## src/rtl/step_dda.sv

```systemverilog
// Move-command step/direction generator: 32-bit DDA phase accumulator with a
// linearly ramped rate, fixed-width step pulses and direction setup enforcement.
//
// state       | meaning
// ------------+-----------------------------------------------------------
// S_IDLE      | waiting for a move command, cmd_ready high
// S_DIR_SETUP | dir just changed; counting step-low cycles before stepping
// S_RUN       | ticking the DDA every tick_div cycles until remaining is 0
module step_dda #(
    parameter int unsigned tick_div          = 16,
    parameter int unsigned step_pulse_cycles = 8,
    parameter int unsigned dir_setup_cycles  = 4,
    parameter int unsigned duration_bits     = 32
) (
    input  logic                     clk,
    input  logic                     resetn,
    input  logic                     cmd_valid,
    output logic                     cmd_ready,
    input  logic                     cmd_dir,
    input  logic [duration_bits-1:0] cmd_duration,
    input  logic [31:0]              cmd_rate,
    input  logic [31:0]              cmd_accel,
    input  logic                     abort,
    output logic                     step,
    output logic                     dir,
    output logic                     busy,
    output logic                     done
);

    localparam int PW  = (tick_div > 1) ? $clog2(tick_div) : 1;
    localparam int PCW = $clog2(step_pulse_cycles + 1);
    localparam int SCW = $clog2(dir_setup_cycles + 1);

    localparam logic [PW-1:0]            TICK_LAST   = PW'(tick_div - 1);
    localparam logic [PW-1:0]            PRE_ONE     = PW'(1);
    localparam logic [PCW-1:0]           PULSE_LOAD  = PCW'(step_pulse_cycles - 1);
    localparam logic [PCW-1:0]           PULSE_ONE   = PCW'(1);
    localparam logic [SCW-1:0]           SETUP_LOAD  = SCW'(dir_setup_cycles - 1);
    localparam logic [SCW-1:0]           SETUP_ONE   = SCW'(1);
    localparam logic [duration_bits-1:0] DUR_ONE     = duration_bits'(1);

    typedef enum logic [1:0] {
        S_IDLE,
        S_DIR_SETUP,
        S_RUN
    } state_t;

    state_t                   state;
    logic [31:0]              acc;
    logic [31:0]              rate;
    logic [31:0]              accel;
    logic [duration_bits-1:0] remaining;
    logic [PW-1:0]            prescale;
    logic [PCW-1:0]           pulse_cnt;
    logic [SCW-1:0]           setup_cnt;

    logic [32:0]              acc_sum;
    logic signed [33:0]       rate_sum;
    logic [31:0]              rate_next;

    assign acc_sum = {1'b0, acc} + {1'b0, rate};

    // Rate ramps by a signed step but is pinned to the unsigned 32-bit range.
    always_comb begin
        rate_sum  = $signed({2'b00, rate}) + $signed({{2{accel[31]}}, accel});
        rate_next = rate_sum[31:0];
        if (rate_sum[33]) begin
            rate_next = '0;
        end else if (rate_sum[32]) begin
            rate_next = '1;
        end
    end

    always_ff @(posedge clk or negedge resetn) begin
        if (!resetn) begin
            state     <= S_IDLE;
            acc       <= '0;
            rate      <= '0;
            accel     <= '0;
            remaining <= '0;
            prescale  <= '0;
            pulse_cnt <= '0;
            setup_cnt <= '0;
            step      <= 1'b0;
            dir       <= 1'b0;
            busy      <= 1'b0;
            done      <= 1'b0;
            cmd_ready <= 1'b1;
        end else begin
            done <= 1'b0;

            // Pulse timing runs regardless of state so aborted moves still finish their pulse.
            if (step) begin
                if (pulse_cnt == '0) begin
                    step <= 1'b0;
                end else begin
                    pulse_cnt <= pulse_cnt - PULSE_ONE;
                end
            end

            case (state)
                S_IDLE: begin
                    if (cmd_valid && cmd_ready) begin
                        if (cmd_duration == '0) begin
                            done <= 1'b1;
                        end else begin
                            remaining <= cmd_duration;
                            rate      <= cmd_rate;
                            accel     <= cmd_accel;
                            prescale  <= '0;
                            cmd_ready <= 1'b0;
                            busy      <= 1'b1;
                            if (cmd_dir != dir) begin
                                dir       <= cmd_dir;
                                setup_cnt <= SETUP_LOAD;
                                state     <= S_DIR_SETUP;
                            end else begin
                                state <= S_RUN;
                            end
                        end
                    end
                end

                S_DIR_SETUP: begin
                    if (abort) begin
                        state     <= S_IDLE;
                        cmd_ready <= 1'b1;
                        busy      <= 1'b0;
                    end else if (!step) begin
                        if (setup_cnt == '0) begin
                            prescale <= '0;
                            state    <= S_RUN;
                        end else begin
                            setup_cnt <= setup_cnt - SETUP_ONE;
                        end
                    end
                end

                S_RUN: begin
                    if (abort) begin
                        state     <= S_IDLE;
                        cmd_ready <= 1'b1;
                        busy      <= 1'b0;
                    end else if (prescale == TICK_LAST) begin
                        prescale  <= '0;
                        acc       <= acc_sum[31:0];
                        rate      <= rate_next;
                        remaining <= remaining - DUR_ONE;
                        if (acc_sum[32]) begin
                            step      <= 1'b1;
                            pulse_cnt <= PULSE_LOAD;
                        end
                        if (remaining == DUR_ONE) begin
                            state     <= S_IDLE;
                            cmd_ready <= 1'b1;
                            busy      <= 1'b0;
                            done      <= 1'b1;
                        end
                    end else begin
                        prescale <= prescale + PRE_ONE;
                    end
                end

                default: begin
                    state     <= S_IDLE;
                    cmd_ready <= 1'b1;
                    busy      <= 1'b0;
                end
            endcase
        end
    end

endmodule

```

## config.mk

```make
export PLATFORM = sky130hd
export DESIGN_NAME = step_dda
export DESIGN_NICKNAME = d
export VERILOG_FILES = /design/src/rtl/step_dda.sv
export SDC_FILE = /design/constraint.sdc
export NUM_CORES = 1
export LEC_CHECK = 0
export BUFFER_PORTS_ARGS = -buffer_cell sky130_fd_sc_hd__buf_2
export CORE_ASPECT_RATIO = 0.9
export CORE_MARGIN = 3
export CORE_UTILIZATION = 25
export DETAILED_ROUTE_END_ITERATION = 6
export PLACE_DENSITY = 0.42
export SLEW_MARGIN = 25
export SYNTH_ARGS = -nofsm -noshare
export SYNTH_HDL_FRONTEND = slang
export SYNTH_SLANG_ARGS = --single-unit
```

## constraint.sdc

```tcl
create_clock -name clk -period 2.9 [get_ports clk]
set_clock_uncertainty 0.05 [all_clocks]
set_input_delay 0.145 -clock clk [delete_from_list [all_inputs] [get_ports clk]]
set_output_delay 0.145 -clock clk [all_outputs]
set_load 0.02 [all_outputs]
```

* Word level (Yosys, flattened, before mapping)
Cells that the tools add are included.
** Operators by class
- Reduce and logical (&&, ||, !) cells :: 16
- Eq/ne operators :: 19
- Add/subtract/negate cells :: 6
- Bitwise logic cells :: 2
- Multiplexer cells :: 69
** Operators with widths (number)
- two-way mux 32 bit :: 10
- case mux 32 bit (2 select lines) :: 2
- two-way mux 4 bit :: 13
- adder 33 x 32 -> 34 bit :: 1
- adder 32 x 32 -> 33 bit :: 1
- == test 32 x 1 -> 1 bit, second input constant :: 1
- logical NOT 32 bit :: 1
- subtractor 32 x 1 -> 32 bit, second input constant :: 1
- two-way mux 1 bit :: 23
- inequality test 2 bit, second input constant :: 10
- two-way mux 2 bit :: 9
- two-way mux 3 bit :: 6
- AND reduction 7 bit :: 2
- inequality test 3 bit, second input constant :: 4
- case mux 4 bit (3 select lines) :: 1
- AND reduction 5 bit :: 2
- case mux 1 bit (3 select lines) :: 2
- case mux 2 bit (3 select lines) :: 1
- case mux 3 bit (2 select lines) :: 1
- AND reduction 3 bit :: 2
- AND reduction 6 bit :: 1
- adder 4 x 1 -> 4 bit, second input constant :: 1
- == test 4 bit, second input constant :: 1
- logical NOT 4 bit :: 1
- other kinds (13) :: 15
** Word-level totals
- Output and inout port bits :: 5
- Word-level logic and storage cells :: 125
- Register bits after elaboration :: 146

* Logic depth before layout (Yosys ltp)
- Word-level depth :: 7
- Gate-level depth with buffers :: 11
- Gate-level depth less buffers :: 10

* Worst setup path before layout
Ideal clock, no wire load.
- Path type :: register to register
- From :: register rate[1]
- To :: register rate[5]
- Setup time :: 0.127 ns
- Clock period less this slack :: 3.008 ns
- Arrival time :: 2.831 ns
- Path buffers :: 2
- Data required time :: 2.723 ns
- Stages on the path, launching flop included :: 12
- Slack :: -0.108 ns
- Cells stage by stage :: dfrtp_1 ha_1 a211oi_2 o21bai_1 o2111a_1 o2111a_1 or2_1 buf_6 a221oi_4 mux2i_2 buf_6 o22ai_2
** On the way
- Cells in the longest elaborated chain, start to end :: 6
** RTL lines
- start, declared :: line 50 : logic [31:0] rate;
- start signal, assigned :: line 108 : rate <= cmd_rate;
- start signal, assigned :: line 147 : rate <= rate_next;
- adder 33 x 32 -> 34 bit * :: line 65 : rate_sum = $signed({2'b00, rate}) + $signed({{2{accel[31]}}, accel});
- two-way mux 32 bit :: line 69 : end else if (rate_sum[32]) begin
- two-way mux 32 bit * :: line 67 : if (rate_sum[33]) begin
- two-way mux 32 bit * :: line 144 : end else if (prescale == TICK_LAST) begin
- two-way mux 32 bit * :: line 140 : if (abort) begin
- case mux 32 bit (2 select lines) * :: line 101 : case (state)
Mark *: on every way between the ends. The rest lies on a longest branch, timed or not. The select of a mux whose other input is x is not followed.
A chain may end at the register's enable or synchronous reset.

* Worst setup path after layout
- From :: register accel[1]
- To :: register rate[11]
** On the way
- Cells in the longest elaborated chain, start to end :: 6
** RTL lines
- start, declared :: line 51 : logic [31:0] accel;
- start signal, assigned :: line 109 : accel <= cmd_accel;
- adder 33 x 32 -> 34 bit * :: line 65
- two-way mux 32 bit :: line 69
- two-way mux 32 bit * :: line 67
- two-way mux 32 bit * :: line 144
- two-way mux 32 bit * :: line 140
- case mux 32 bit (2 select lines) * :: line 101
Marks and branches as above.

==> tab_implementation.tex <==
\begin{tabular}{lr}
\hline
Metric & Value \\
\hline
\multicolumn{2}{l}{\textbf{Clock tree}} \\
Number of CTS-inserted buffers & 17 \\
Buffers from clock root to sink, at most & 2 \\
Clock-pin slew on the worst setup and hold paths & 70 ps \\
Clock sink count & 146 \\
Clk root buf & sky130\_fd\_sc\_hd\_\_clkbuf\_16 \\
Number of H-tree levels & 4 \\
Source-to-sink clock delay at the later pin of the worst-skew pair & 450 ps \\
Clock tree from TritonCTS & built \\
\multicolumn{2}{l}{\textbf{Synthesis}} \\
Sequential fraction of the synthesis area & 35.1\% \\
Mean instance size in the synthesized netlist & 8.20 um2 \\
Cells after synthesis & 1,269 \\
Mapped Area & 10,400 um2 \\
EDFF count, synth & 0 \\
Synth Flop Type & sky130\_fd\_sc\_hd\_\_dfrtp\_1 \\
Mapped Nets & 1,443 \\
YS warnings & 0 \\
Number of synthesized register bits & 146 \\
Number of library cell types mapped by synthesis & 81 \\
Proportion of register bits with asynchronous set or reset after synthesis & 100\% \\
\multicolumn{2}{l}{\textbf{Final layout}} \\
Non-Filler Instances & 2,150 \\
Area Overhead vs Synth & 41.1\% \\
Most common library cell in the layout ignoring fill and taps & sky130\_fd\_sc\_hd\_\_nand2\_1 \\
Antenna diode count & 0 \\
Most frequent cells in the layout & sky130\_fd\_sc\_hd\_\_nand2\_1, sky130\_fd\_sc\_hd\_\_buf\_4, sky130\_fd\_sc\_hd\_\_dfrtp\_1 \\
Fraction of layout instances using a drive strength above 1 & 25.3\% \\
Post-layout nets & 1,771 \\
End-of-flow core utilization & 35.9\% \\
\multicolumn{2}{l}{\textbf{Worst setup path}} \\
Critical Path End Type & register \\
Worst path arrival time & 3250 ps \\
Slowest-stage cell, CP & sky130\_fd\_sc\_hd\_\_dfrtp\_1 \\
Critical path's largest stage delay & 420 ps \\
Kind of start point of the critical path & register \\
Sum of buffers and inverters on the critical path & 2 \\
Worst-path maximum fanout & 10 \\
Startpoint-to-endpoint class of the critical path & reg2reg \\
Family with the most delay on the worst path & compound AO/OA/AOI/OAI gates \\
Required time reported for the critical path endpoint & 3180 ps \\
Worst-case reg-to-reg path depth & 11 \\
Most frequent cell on the critical path & sky130\_fd\_sc\_hd\_\_buf\_12 \\
Sequence of cells on the critical path & ha\_4 > a211oi\_2 > o21bai\_1 > o2111a\_2 > o2111a\_1 > or2\_4 > a221oi\_4 > mux2i\_4 > buf\_12 > buf\_12 > o22ai\_2 \\
Logic depth of the worst path, buffers included & 11 \\
\multicolumn{2}{l}{\textbf{Place}} \\
Placed Cells incl. Taps & 2,026 \\
IO Port Bufs & 105 \\
Setup WS pre-CTS & -261 ps \\
Routability congestion estimate & 0.813 \\
Post-detailed-placement half-perimeter wirelength & 26.7 mm \\
\multicolumn{2}{l}{\textbf{GRT}} \\
GRT Overall Usage & 16.3\% \\
Overall overflow remaining after global route & 0 \\
Initial antenna violation count & 0 \\
Wire length of the first global-routing pass & 57.4 mm \\
Pin count of the biggest net entering global routing & 72 \\
Via count of the first global-routing pass & 10,500 \\
\multicolumn{2}{l}{\textbf{Timing}} \\
Period Utilization, post-route & 102\% \\
Final setup slack of the worst path & -71.4 ps \\
Unrepaired setup endpoints after global routing & true \\
Final setup fails & 27 \\
Upper clock frequency limit & 337 MHz \\
Number of pins with negative max-slew slack in the final report & 0 \\
Worst slew slack as a fraction of its limit & 51.0\% \\
Worst Max-Slew Pin Slew & 735 ps \\
Post-layout min period & 2970 ps \\
Post-Route Hold Slack & 11.7 ps \\
Number of hold violations in the final report & 0 \\
\multicolumn{2}{l}{\textbf{Power}} \\
Pwr dens & 1040 nW/um2 \\
Maximum vdd drop & 0.430 mV \\
Leak Pwr & 6.73 nW \\
\multicolumn{2}{l}{\textbf{Floorplanning}} \\
Standard cell core area & 40,900 um2 \\
Starting density of the core & 25.4\% \\
Die area & 44,100 um2 \\
Width of the chip & 221 um \\
Top-level I/O count & 106 \\
Number of rows created at floorplan & 70 \\
Die Height & 200 um \\
\multicolumn{2}{l}{\textbf{Route}} \\
Wire length on met1 & 18.4 mm \\
Count of unresolved DRC violations after routing & 0 \\
Top layer in use & met4 \\
Detail Route Antenna Nets & 0 \\
Number of violations reported at the end of detailed-routing iteration 0 & 538 \\
Total number of vias & 10,500 \\
First-pass iteration count of the detailed router & 5 \\
Total length of routed met2 wires & 15.8 mm \\
Via-to-Cell Ratio & 4.88 \\
Total length of routed wires & 35.6 mm \\
Total met3 wirelength after detailed routing & 950 um \\
Post-DR wirelength/cell & 16.6 um \\
\multicolumn{2}{l}{\textbf{Outcome}} \\
Failing checks & setup timing \\
Result of the run & finished, violations left \\
\multicolumn{2}{l}{\textbf{Hold path}} \\
Hold Path Stages & 4 \\
Type of the worst min-delay path & in2reg \\
\multicolumn{2}{l}{\textbf{Job}} \\
Reported max-cap violation count & 0 \\
\hline
\end{tabular}
-- power by group --
| part | internal [mW] | total, mW | switching, mW |
|---|---|---|---|
| clock | 1.37 | 2.34 | 0.972 |
| sequential | 2.74 | 3.43 | 0.689 |
| combinational | 4.40 | 9.46 | 5.06 |
-- metrics by stage --
stage	TNS [ps]	power (mW)	area [um2]
3_5_place_dp	-7830	12.2	12800
2_1_floorplan	0	8.64	10400
5_1_grt	-5120	16.6	14700
6_report	-1230	15.2	14700
3_3_place_gp	-6300	12.2	12800
4_1_cts	-4010	14.9	14400
-- sequential cells by signal, summed over array words and instances, names as in the netlist, 2 cells and up --
signal / count
pulse_cnt: 4
remaining: 32
prescale: 4
setup_cnt: 3
state: 2
accel: 32
acc: 32
rate: 32
-- what timing repair did --
action                                 in CTS  in global routing
setup endpoints to repair                  40                 56
cloned                                      1                  1
gates resized for setup                    15                 59
pin swaps                                   5                 11
endpoints found under the hold margin     149                  0
hold buffers                               83                  0
setup buffers                               4                  5
-- worst reg2reg max path, delay by kind of cell, from the launching register on --
kind	cells	cell delay [ps]
AOI/OAI and AO/OA	6	1240
muxes	1	320
DFF	1	420
adders and majority gates	1	260
and+or+nand+nor	1	270
buffers and inverters	2	280
-- logic make-up (layout without fill, tap and decap cells) --
kind of cell             after synthesis  count (layout)  share of synthesized area, %
AND/OR/NAND/NOR                      486             486                          22.1
AO/OA/AOI/OAI                        422             422                          25.1
flip-flops                           146             146                          35.1
buffers and inverters                 80             421                          3.27
adder cells (fa/ha/maj)               73              73                          8.92
XOR/XNOR                              49              49                          4.12
multiplexers                          13              13                          1.35
-- worst paths after layout --
| check | slack (ps) | end | start |
|---|---|---|---|
| hold reg to reg | 440 | acc[13]$_DFFE_PN0P_ | acc[13]$_DFFE_PN0P_ |
| min in group asynchronous | 240 | accel[9]$_DFFE_PN0P_ | resetn |
| max in group asynchronous | 1700 | accel[22]$_DFFE_PN0P_ | resetn |
| setup reg to reg | -70 | rate[11]$_DFFE_PN0P_ | accel[1]$_DFFE_PN0P_ |
| setup / recovery | -70 | rate[11]$_DFFE_PN0P_ | accel[1]$_DFFE_PN0P_ |
| hold / removal | 10 | rate[14]$_DFFE_PN0P_ | cmd_rate[14] |
-- Yosys cell counts (5+ instances only) --
master	count	area share (%)
sky130_fd_sc_hd__nand3_1	33	1.6
sky130_fd_sc_hd__nand2b_1	12	0.72
sky130_fd_sc_hd__or2_2	7	0.42
sky130_fd_sc_hd__o211ai_1	7	0.50
sky130_fd_sc_hd__o22ai_2	11	1.3
sky130_fd_sc_hd__nand3b_1	6	0.43
sky130_fd_sc_hd__nor3b_1	6	0.43
sky130_fd_sc_hd__clkbuf_1	45	1.6
sky130_fd_sc_hd__o21ai_0	107	5.1
sky130_fd_sc_hd__nor3_1	30	1.4
sky130_fd_sc_hd__o31ai_1	13	0.94
sky130_fd_sc_hd__mux2_2	5	0.54
sky130_fd_sc_hd__xor2_1	23	1.9
sky130_fd_sc_hd__a21oi_1	143	6.9
sky130_fd_sc_hd__ha_1	71	8.5
sky130_fd_sc_hd__o21a_1	14	1.0
sky130_fd_sc_hd__dfrtp_1	145	35
sky130_fd_sc_hd__and2_1	6	0.36
sky130_fd_sc_hd__o21ai_1	19	0.91
sky130_fd_sc_hd__nand4_1	7	0.42
sky130_fd_sc_hd__or3_1	7	0.42
sky130_fd_sc_hd__a31oi_1	7	0.42
sky130_fd_sc_hd__and3_1	27	1.6
sky130_fd_sc_hd__o22ai_1	9	0.54
sky130_fd_sc_hd__a211oi_1	13	0.94
sky130_fd_sc_hd__nand2_1	203	7.3
sky130_fd_sc_hd__nor2_1	99	3.6
sky130_fd_sc_hd__a22oi_1	5	0.36
sky130_fd_sc_hd__o21bai_1	9	0.65
sky130_fd_sc_hd__inv_1	24	0.87
sky130_fd_sc_hd__mux2i_1	7	0.67
sky130_fd_sc_hd__a21o_1	26	1.9
sky130_fd_sc_hd__xnor2_1	26	2.2
sky130_fd_sc_hd__nor4_1	16	0.96
-- cell type report --
cell class | instances | area (um2)
Inverter | 24 | 90.1
Tap cell | 540 | 676
Clock buffer | 19 | 443
Sequential cell | 146 | 3660
Fill cell | 4280 | 26200
Timing Repair Buffer | 365 | 2870
Clock inverter | 13 | 160
Multi-Input combinational cell | 1043 | 6800
-- metal layers --
metal	vias to the layer above	track usage, %
met4	0	4.17
met2	155	25.6
met1	5014	23.2
met5	-	0
met3	31	2.81
li1	5286	-
Note: power is estimated with default switching activity, not from simulation.
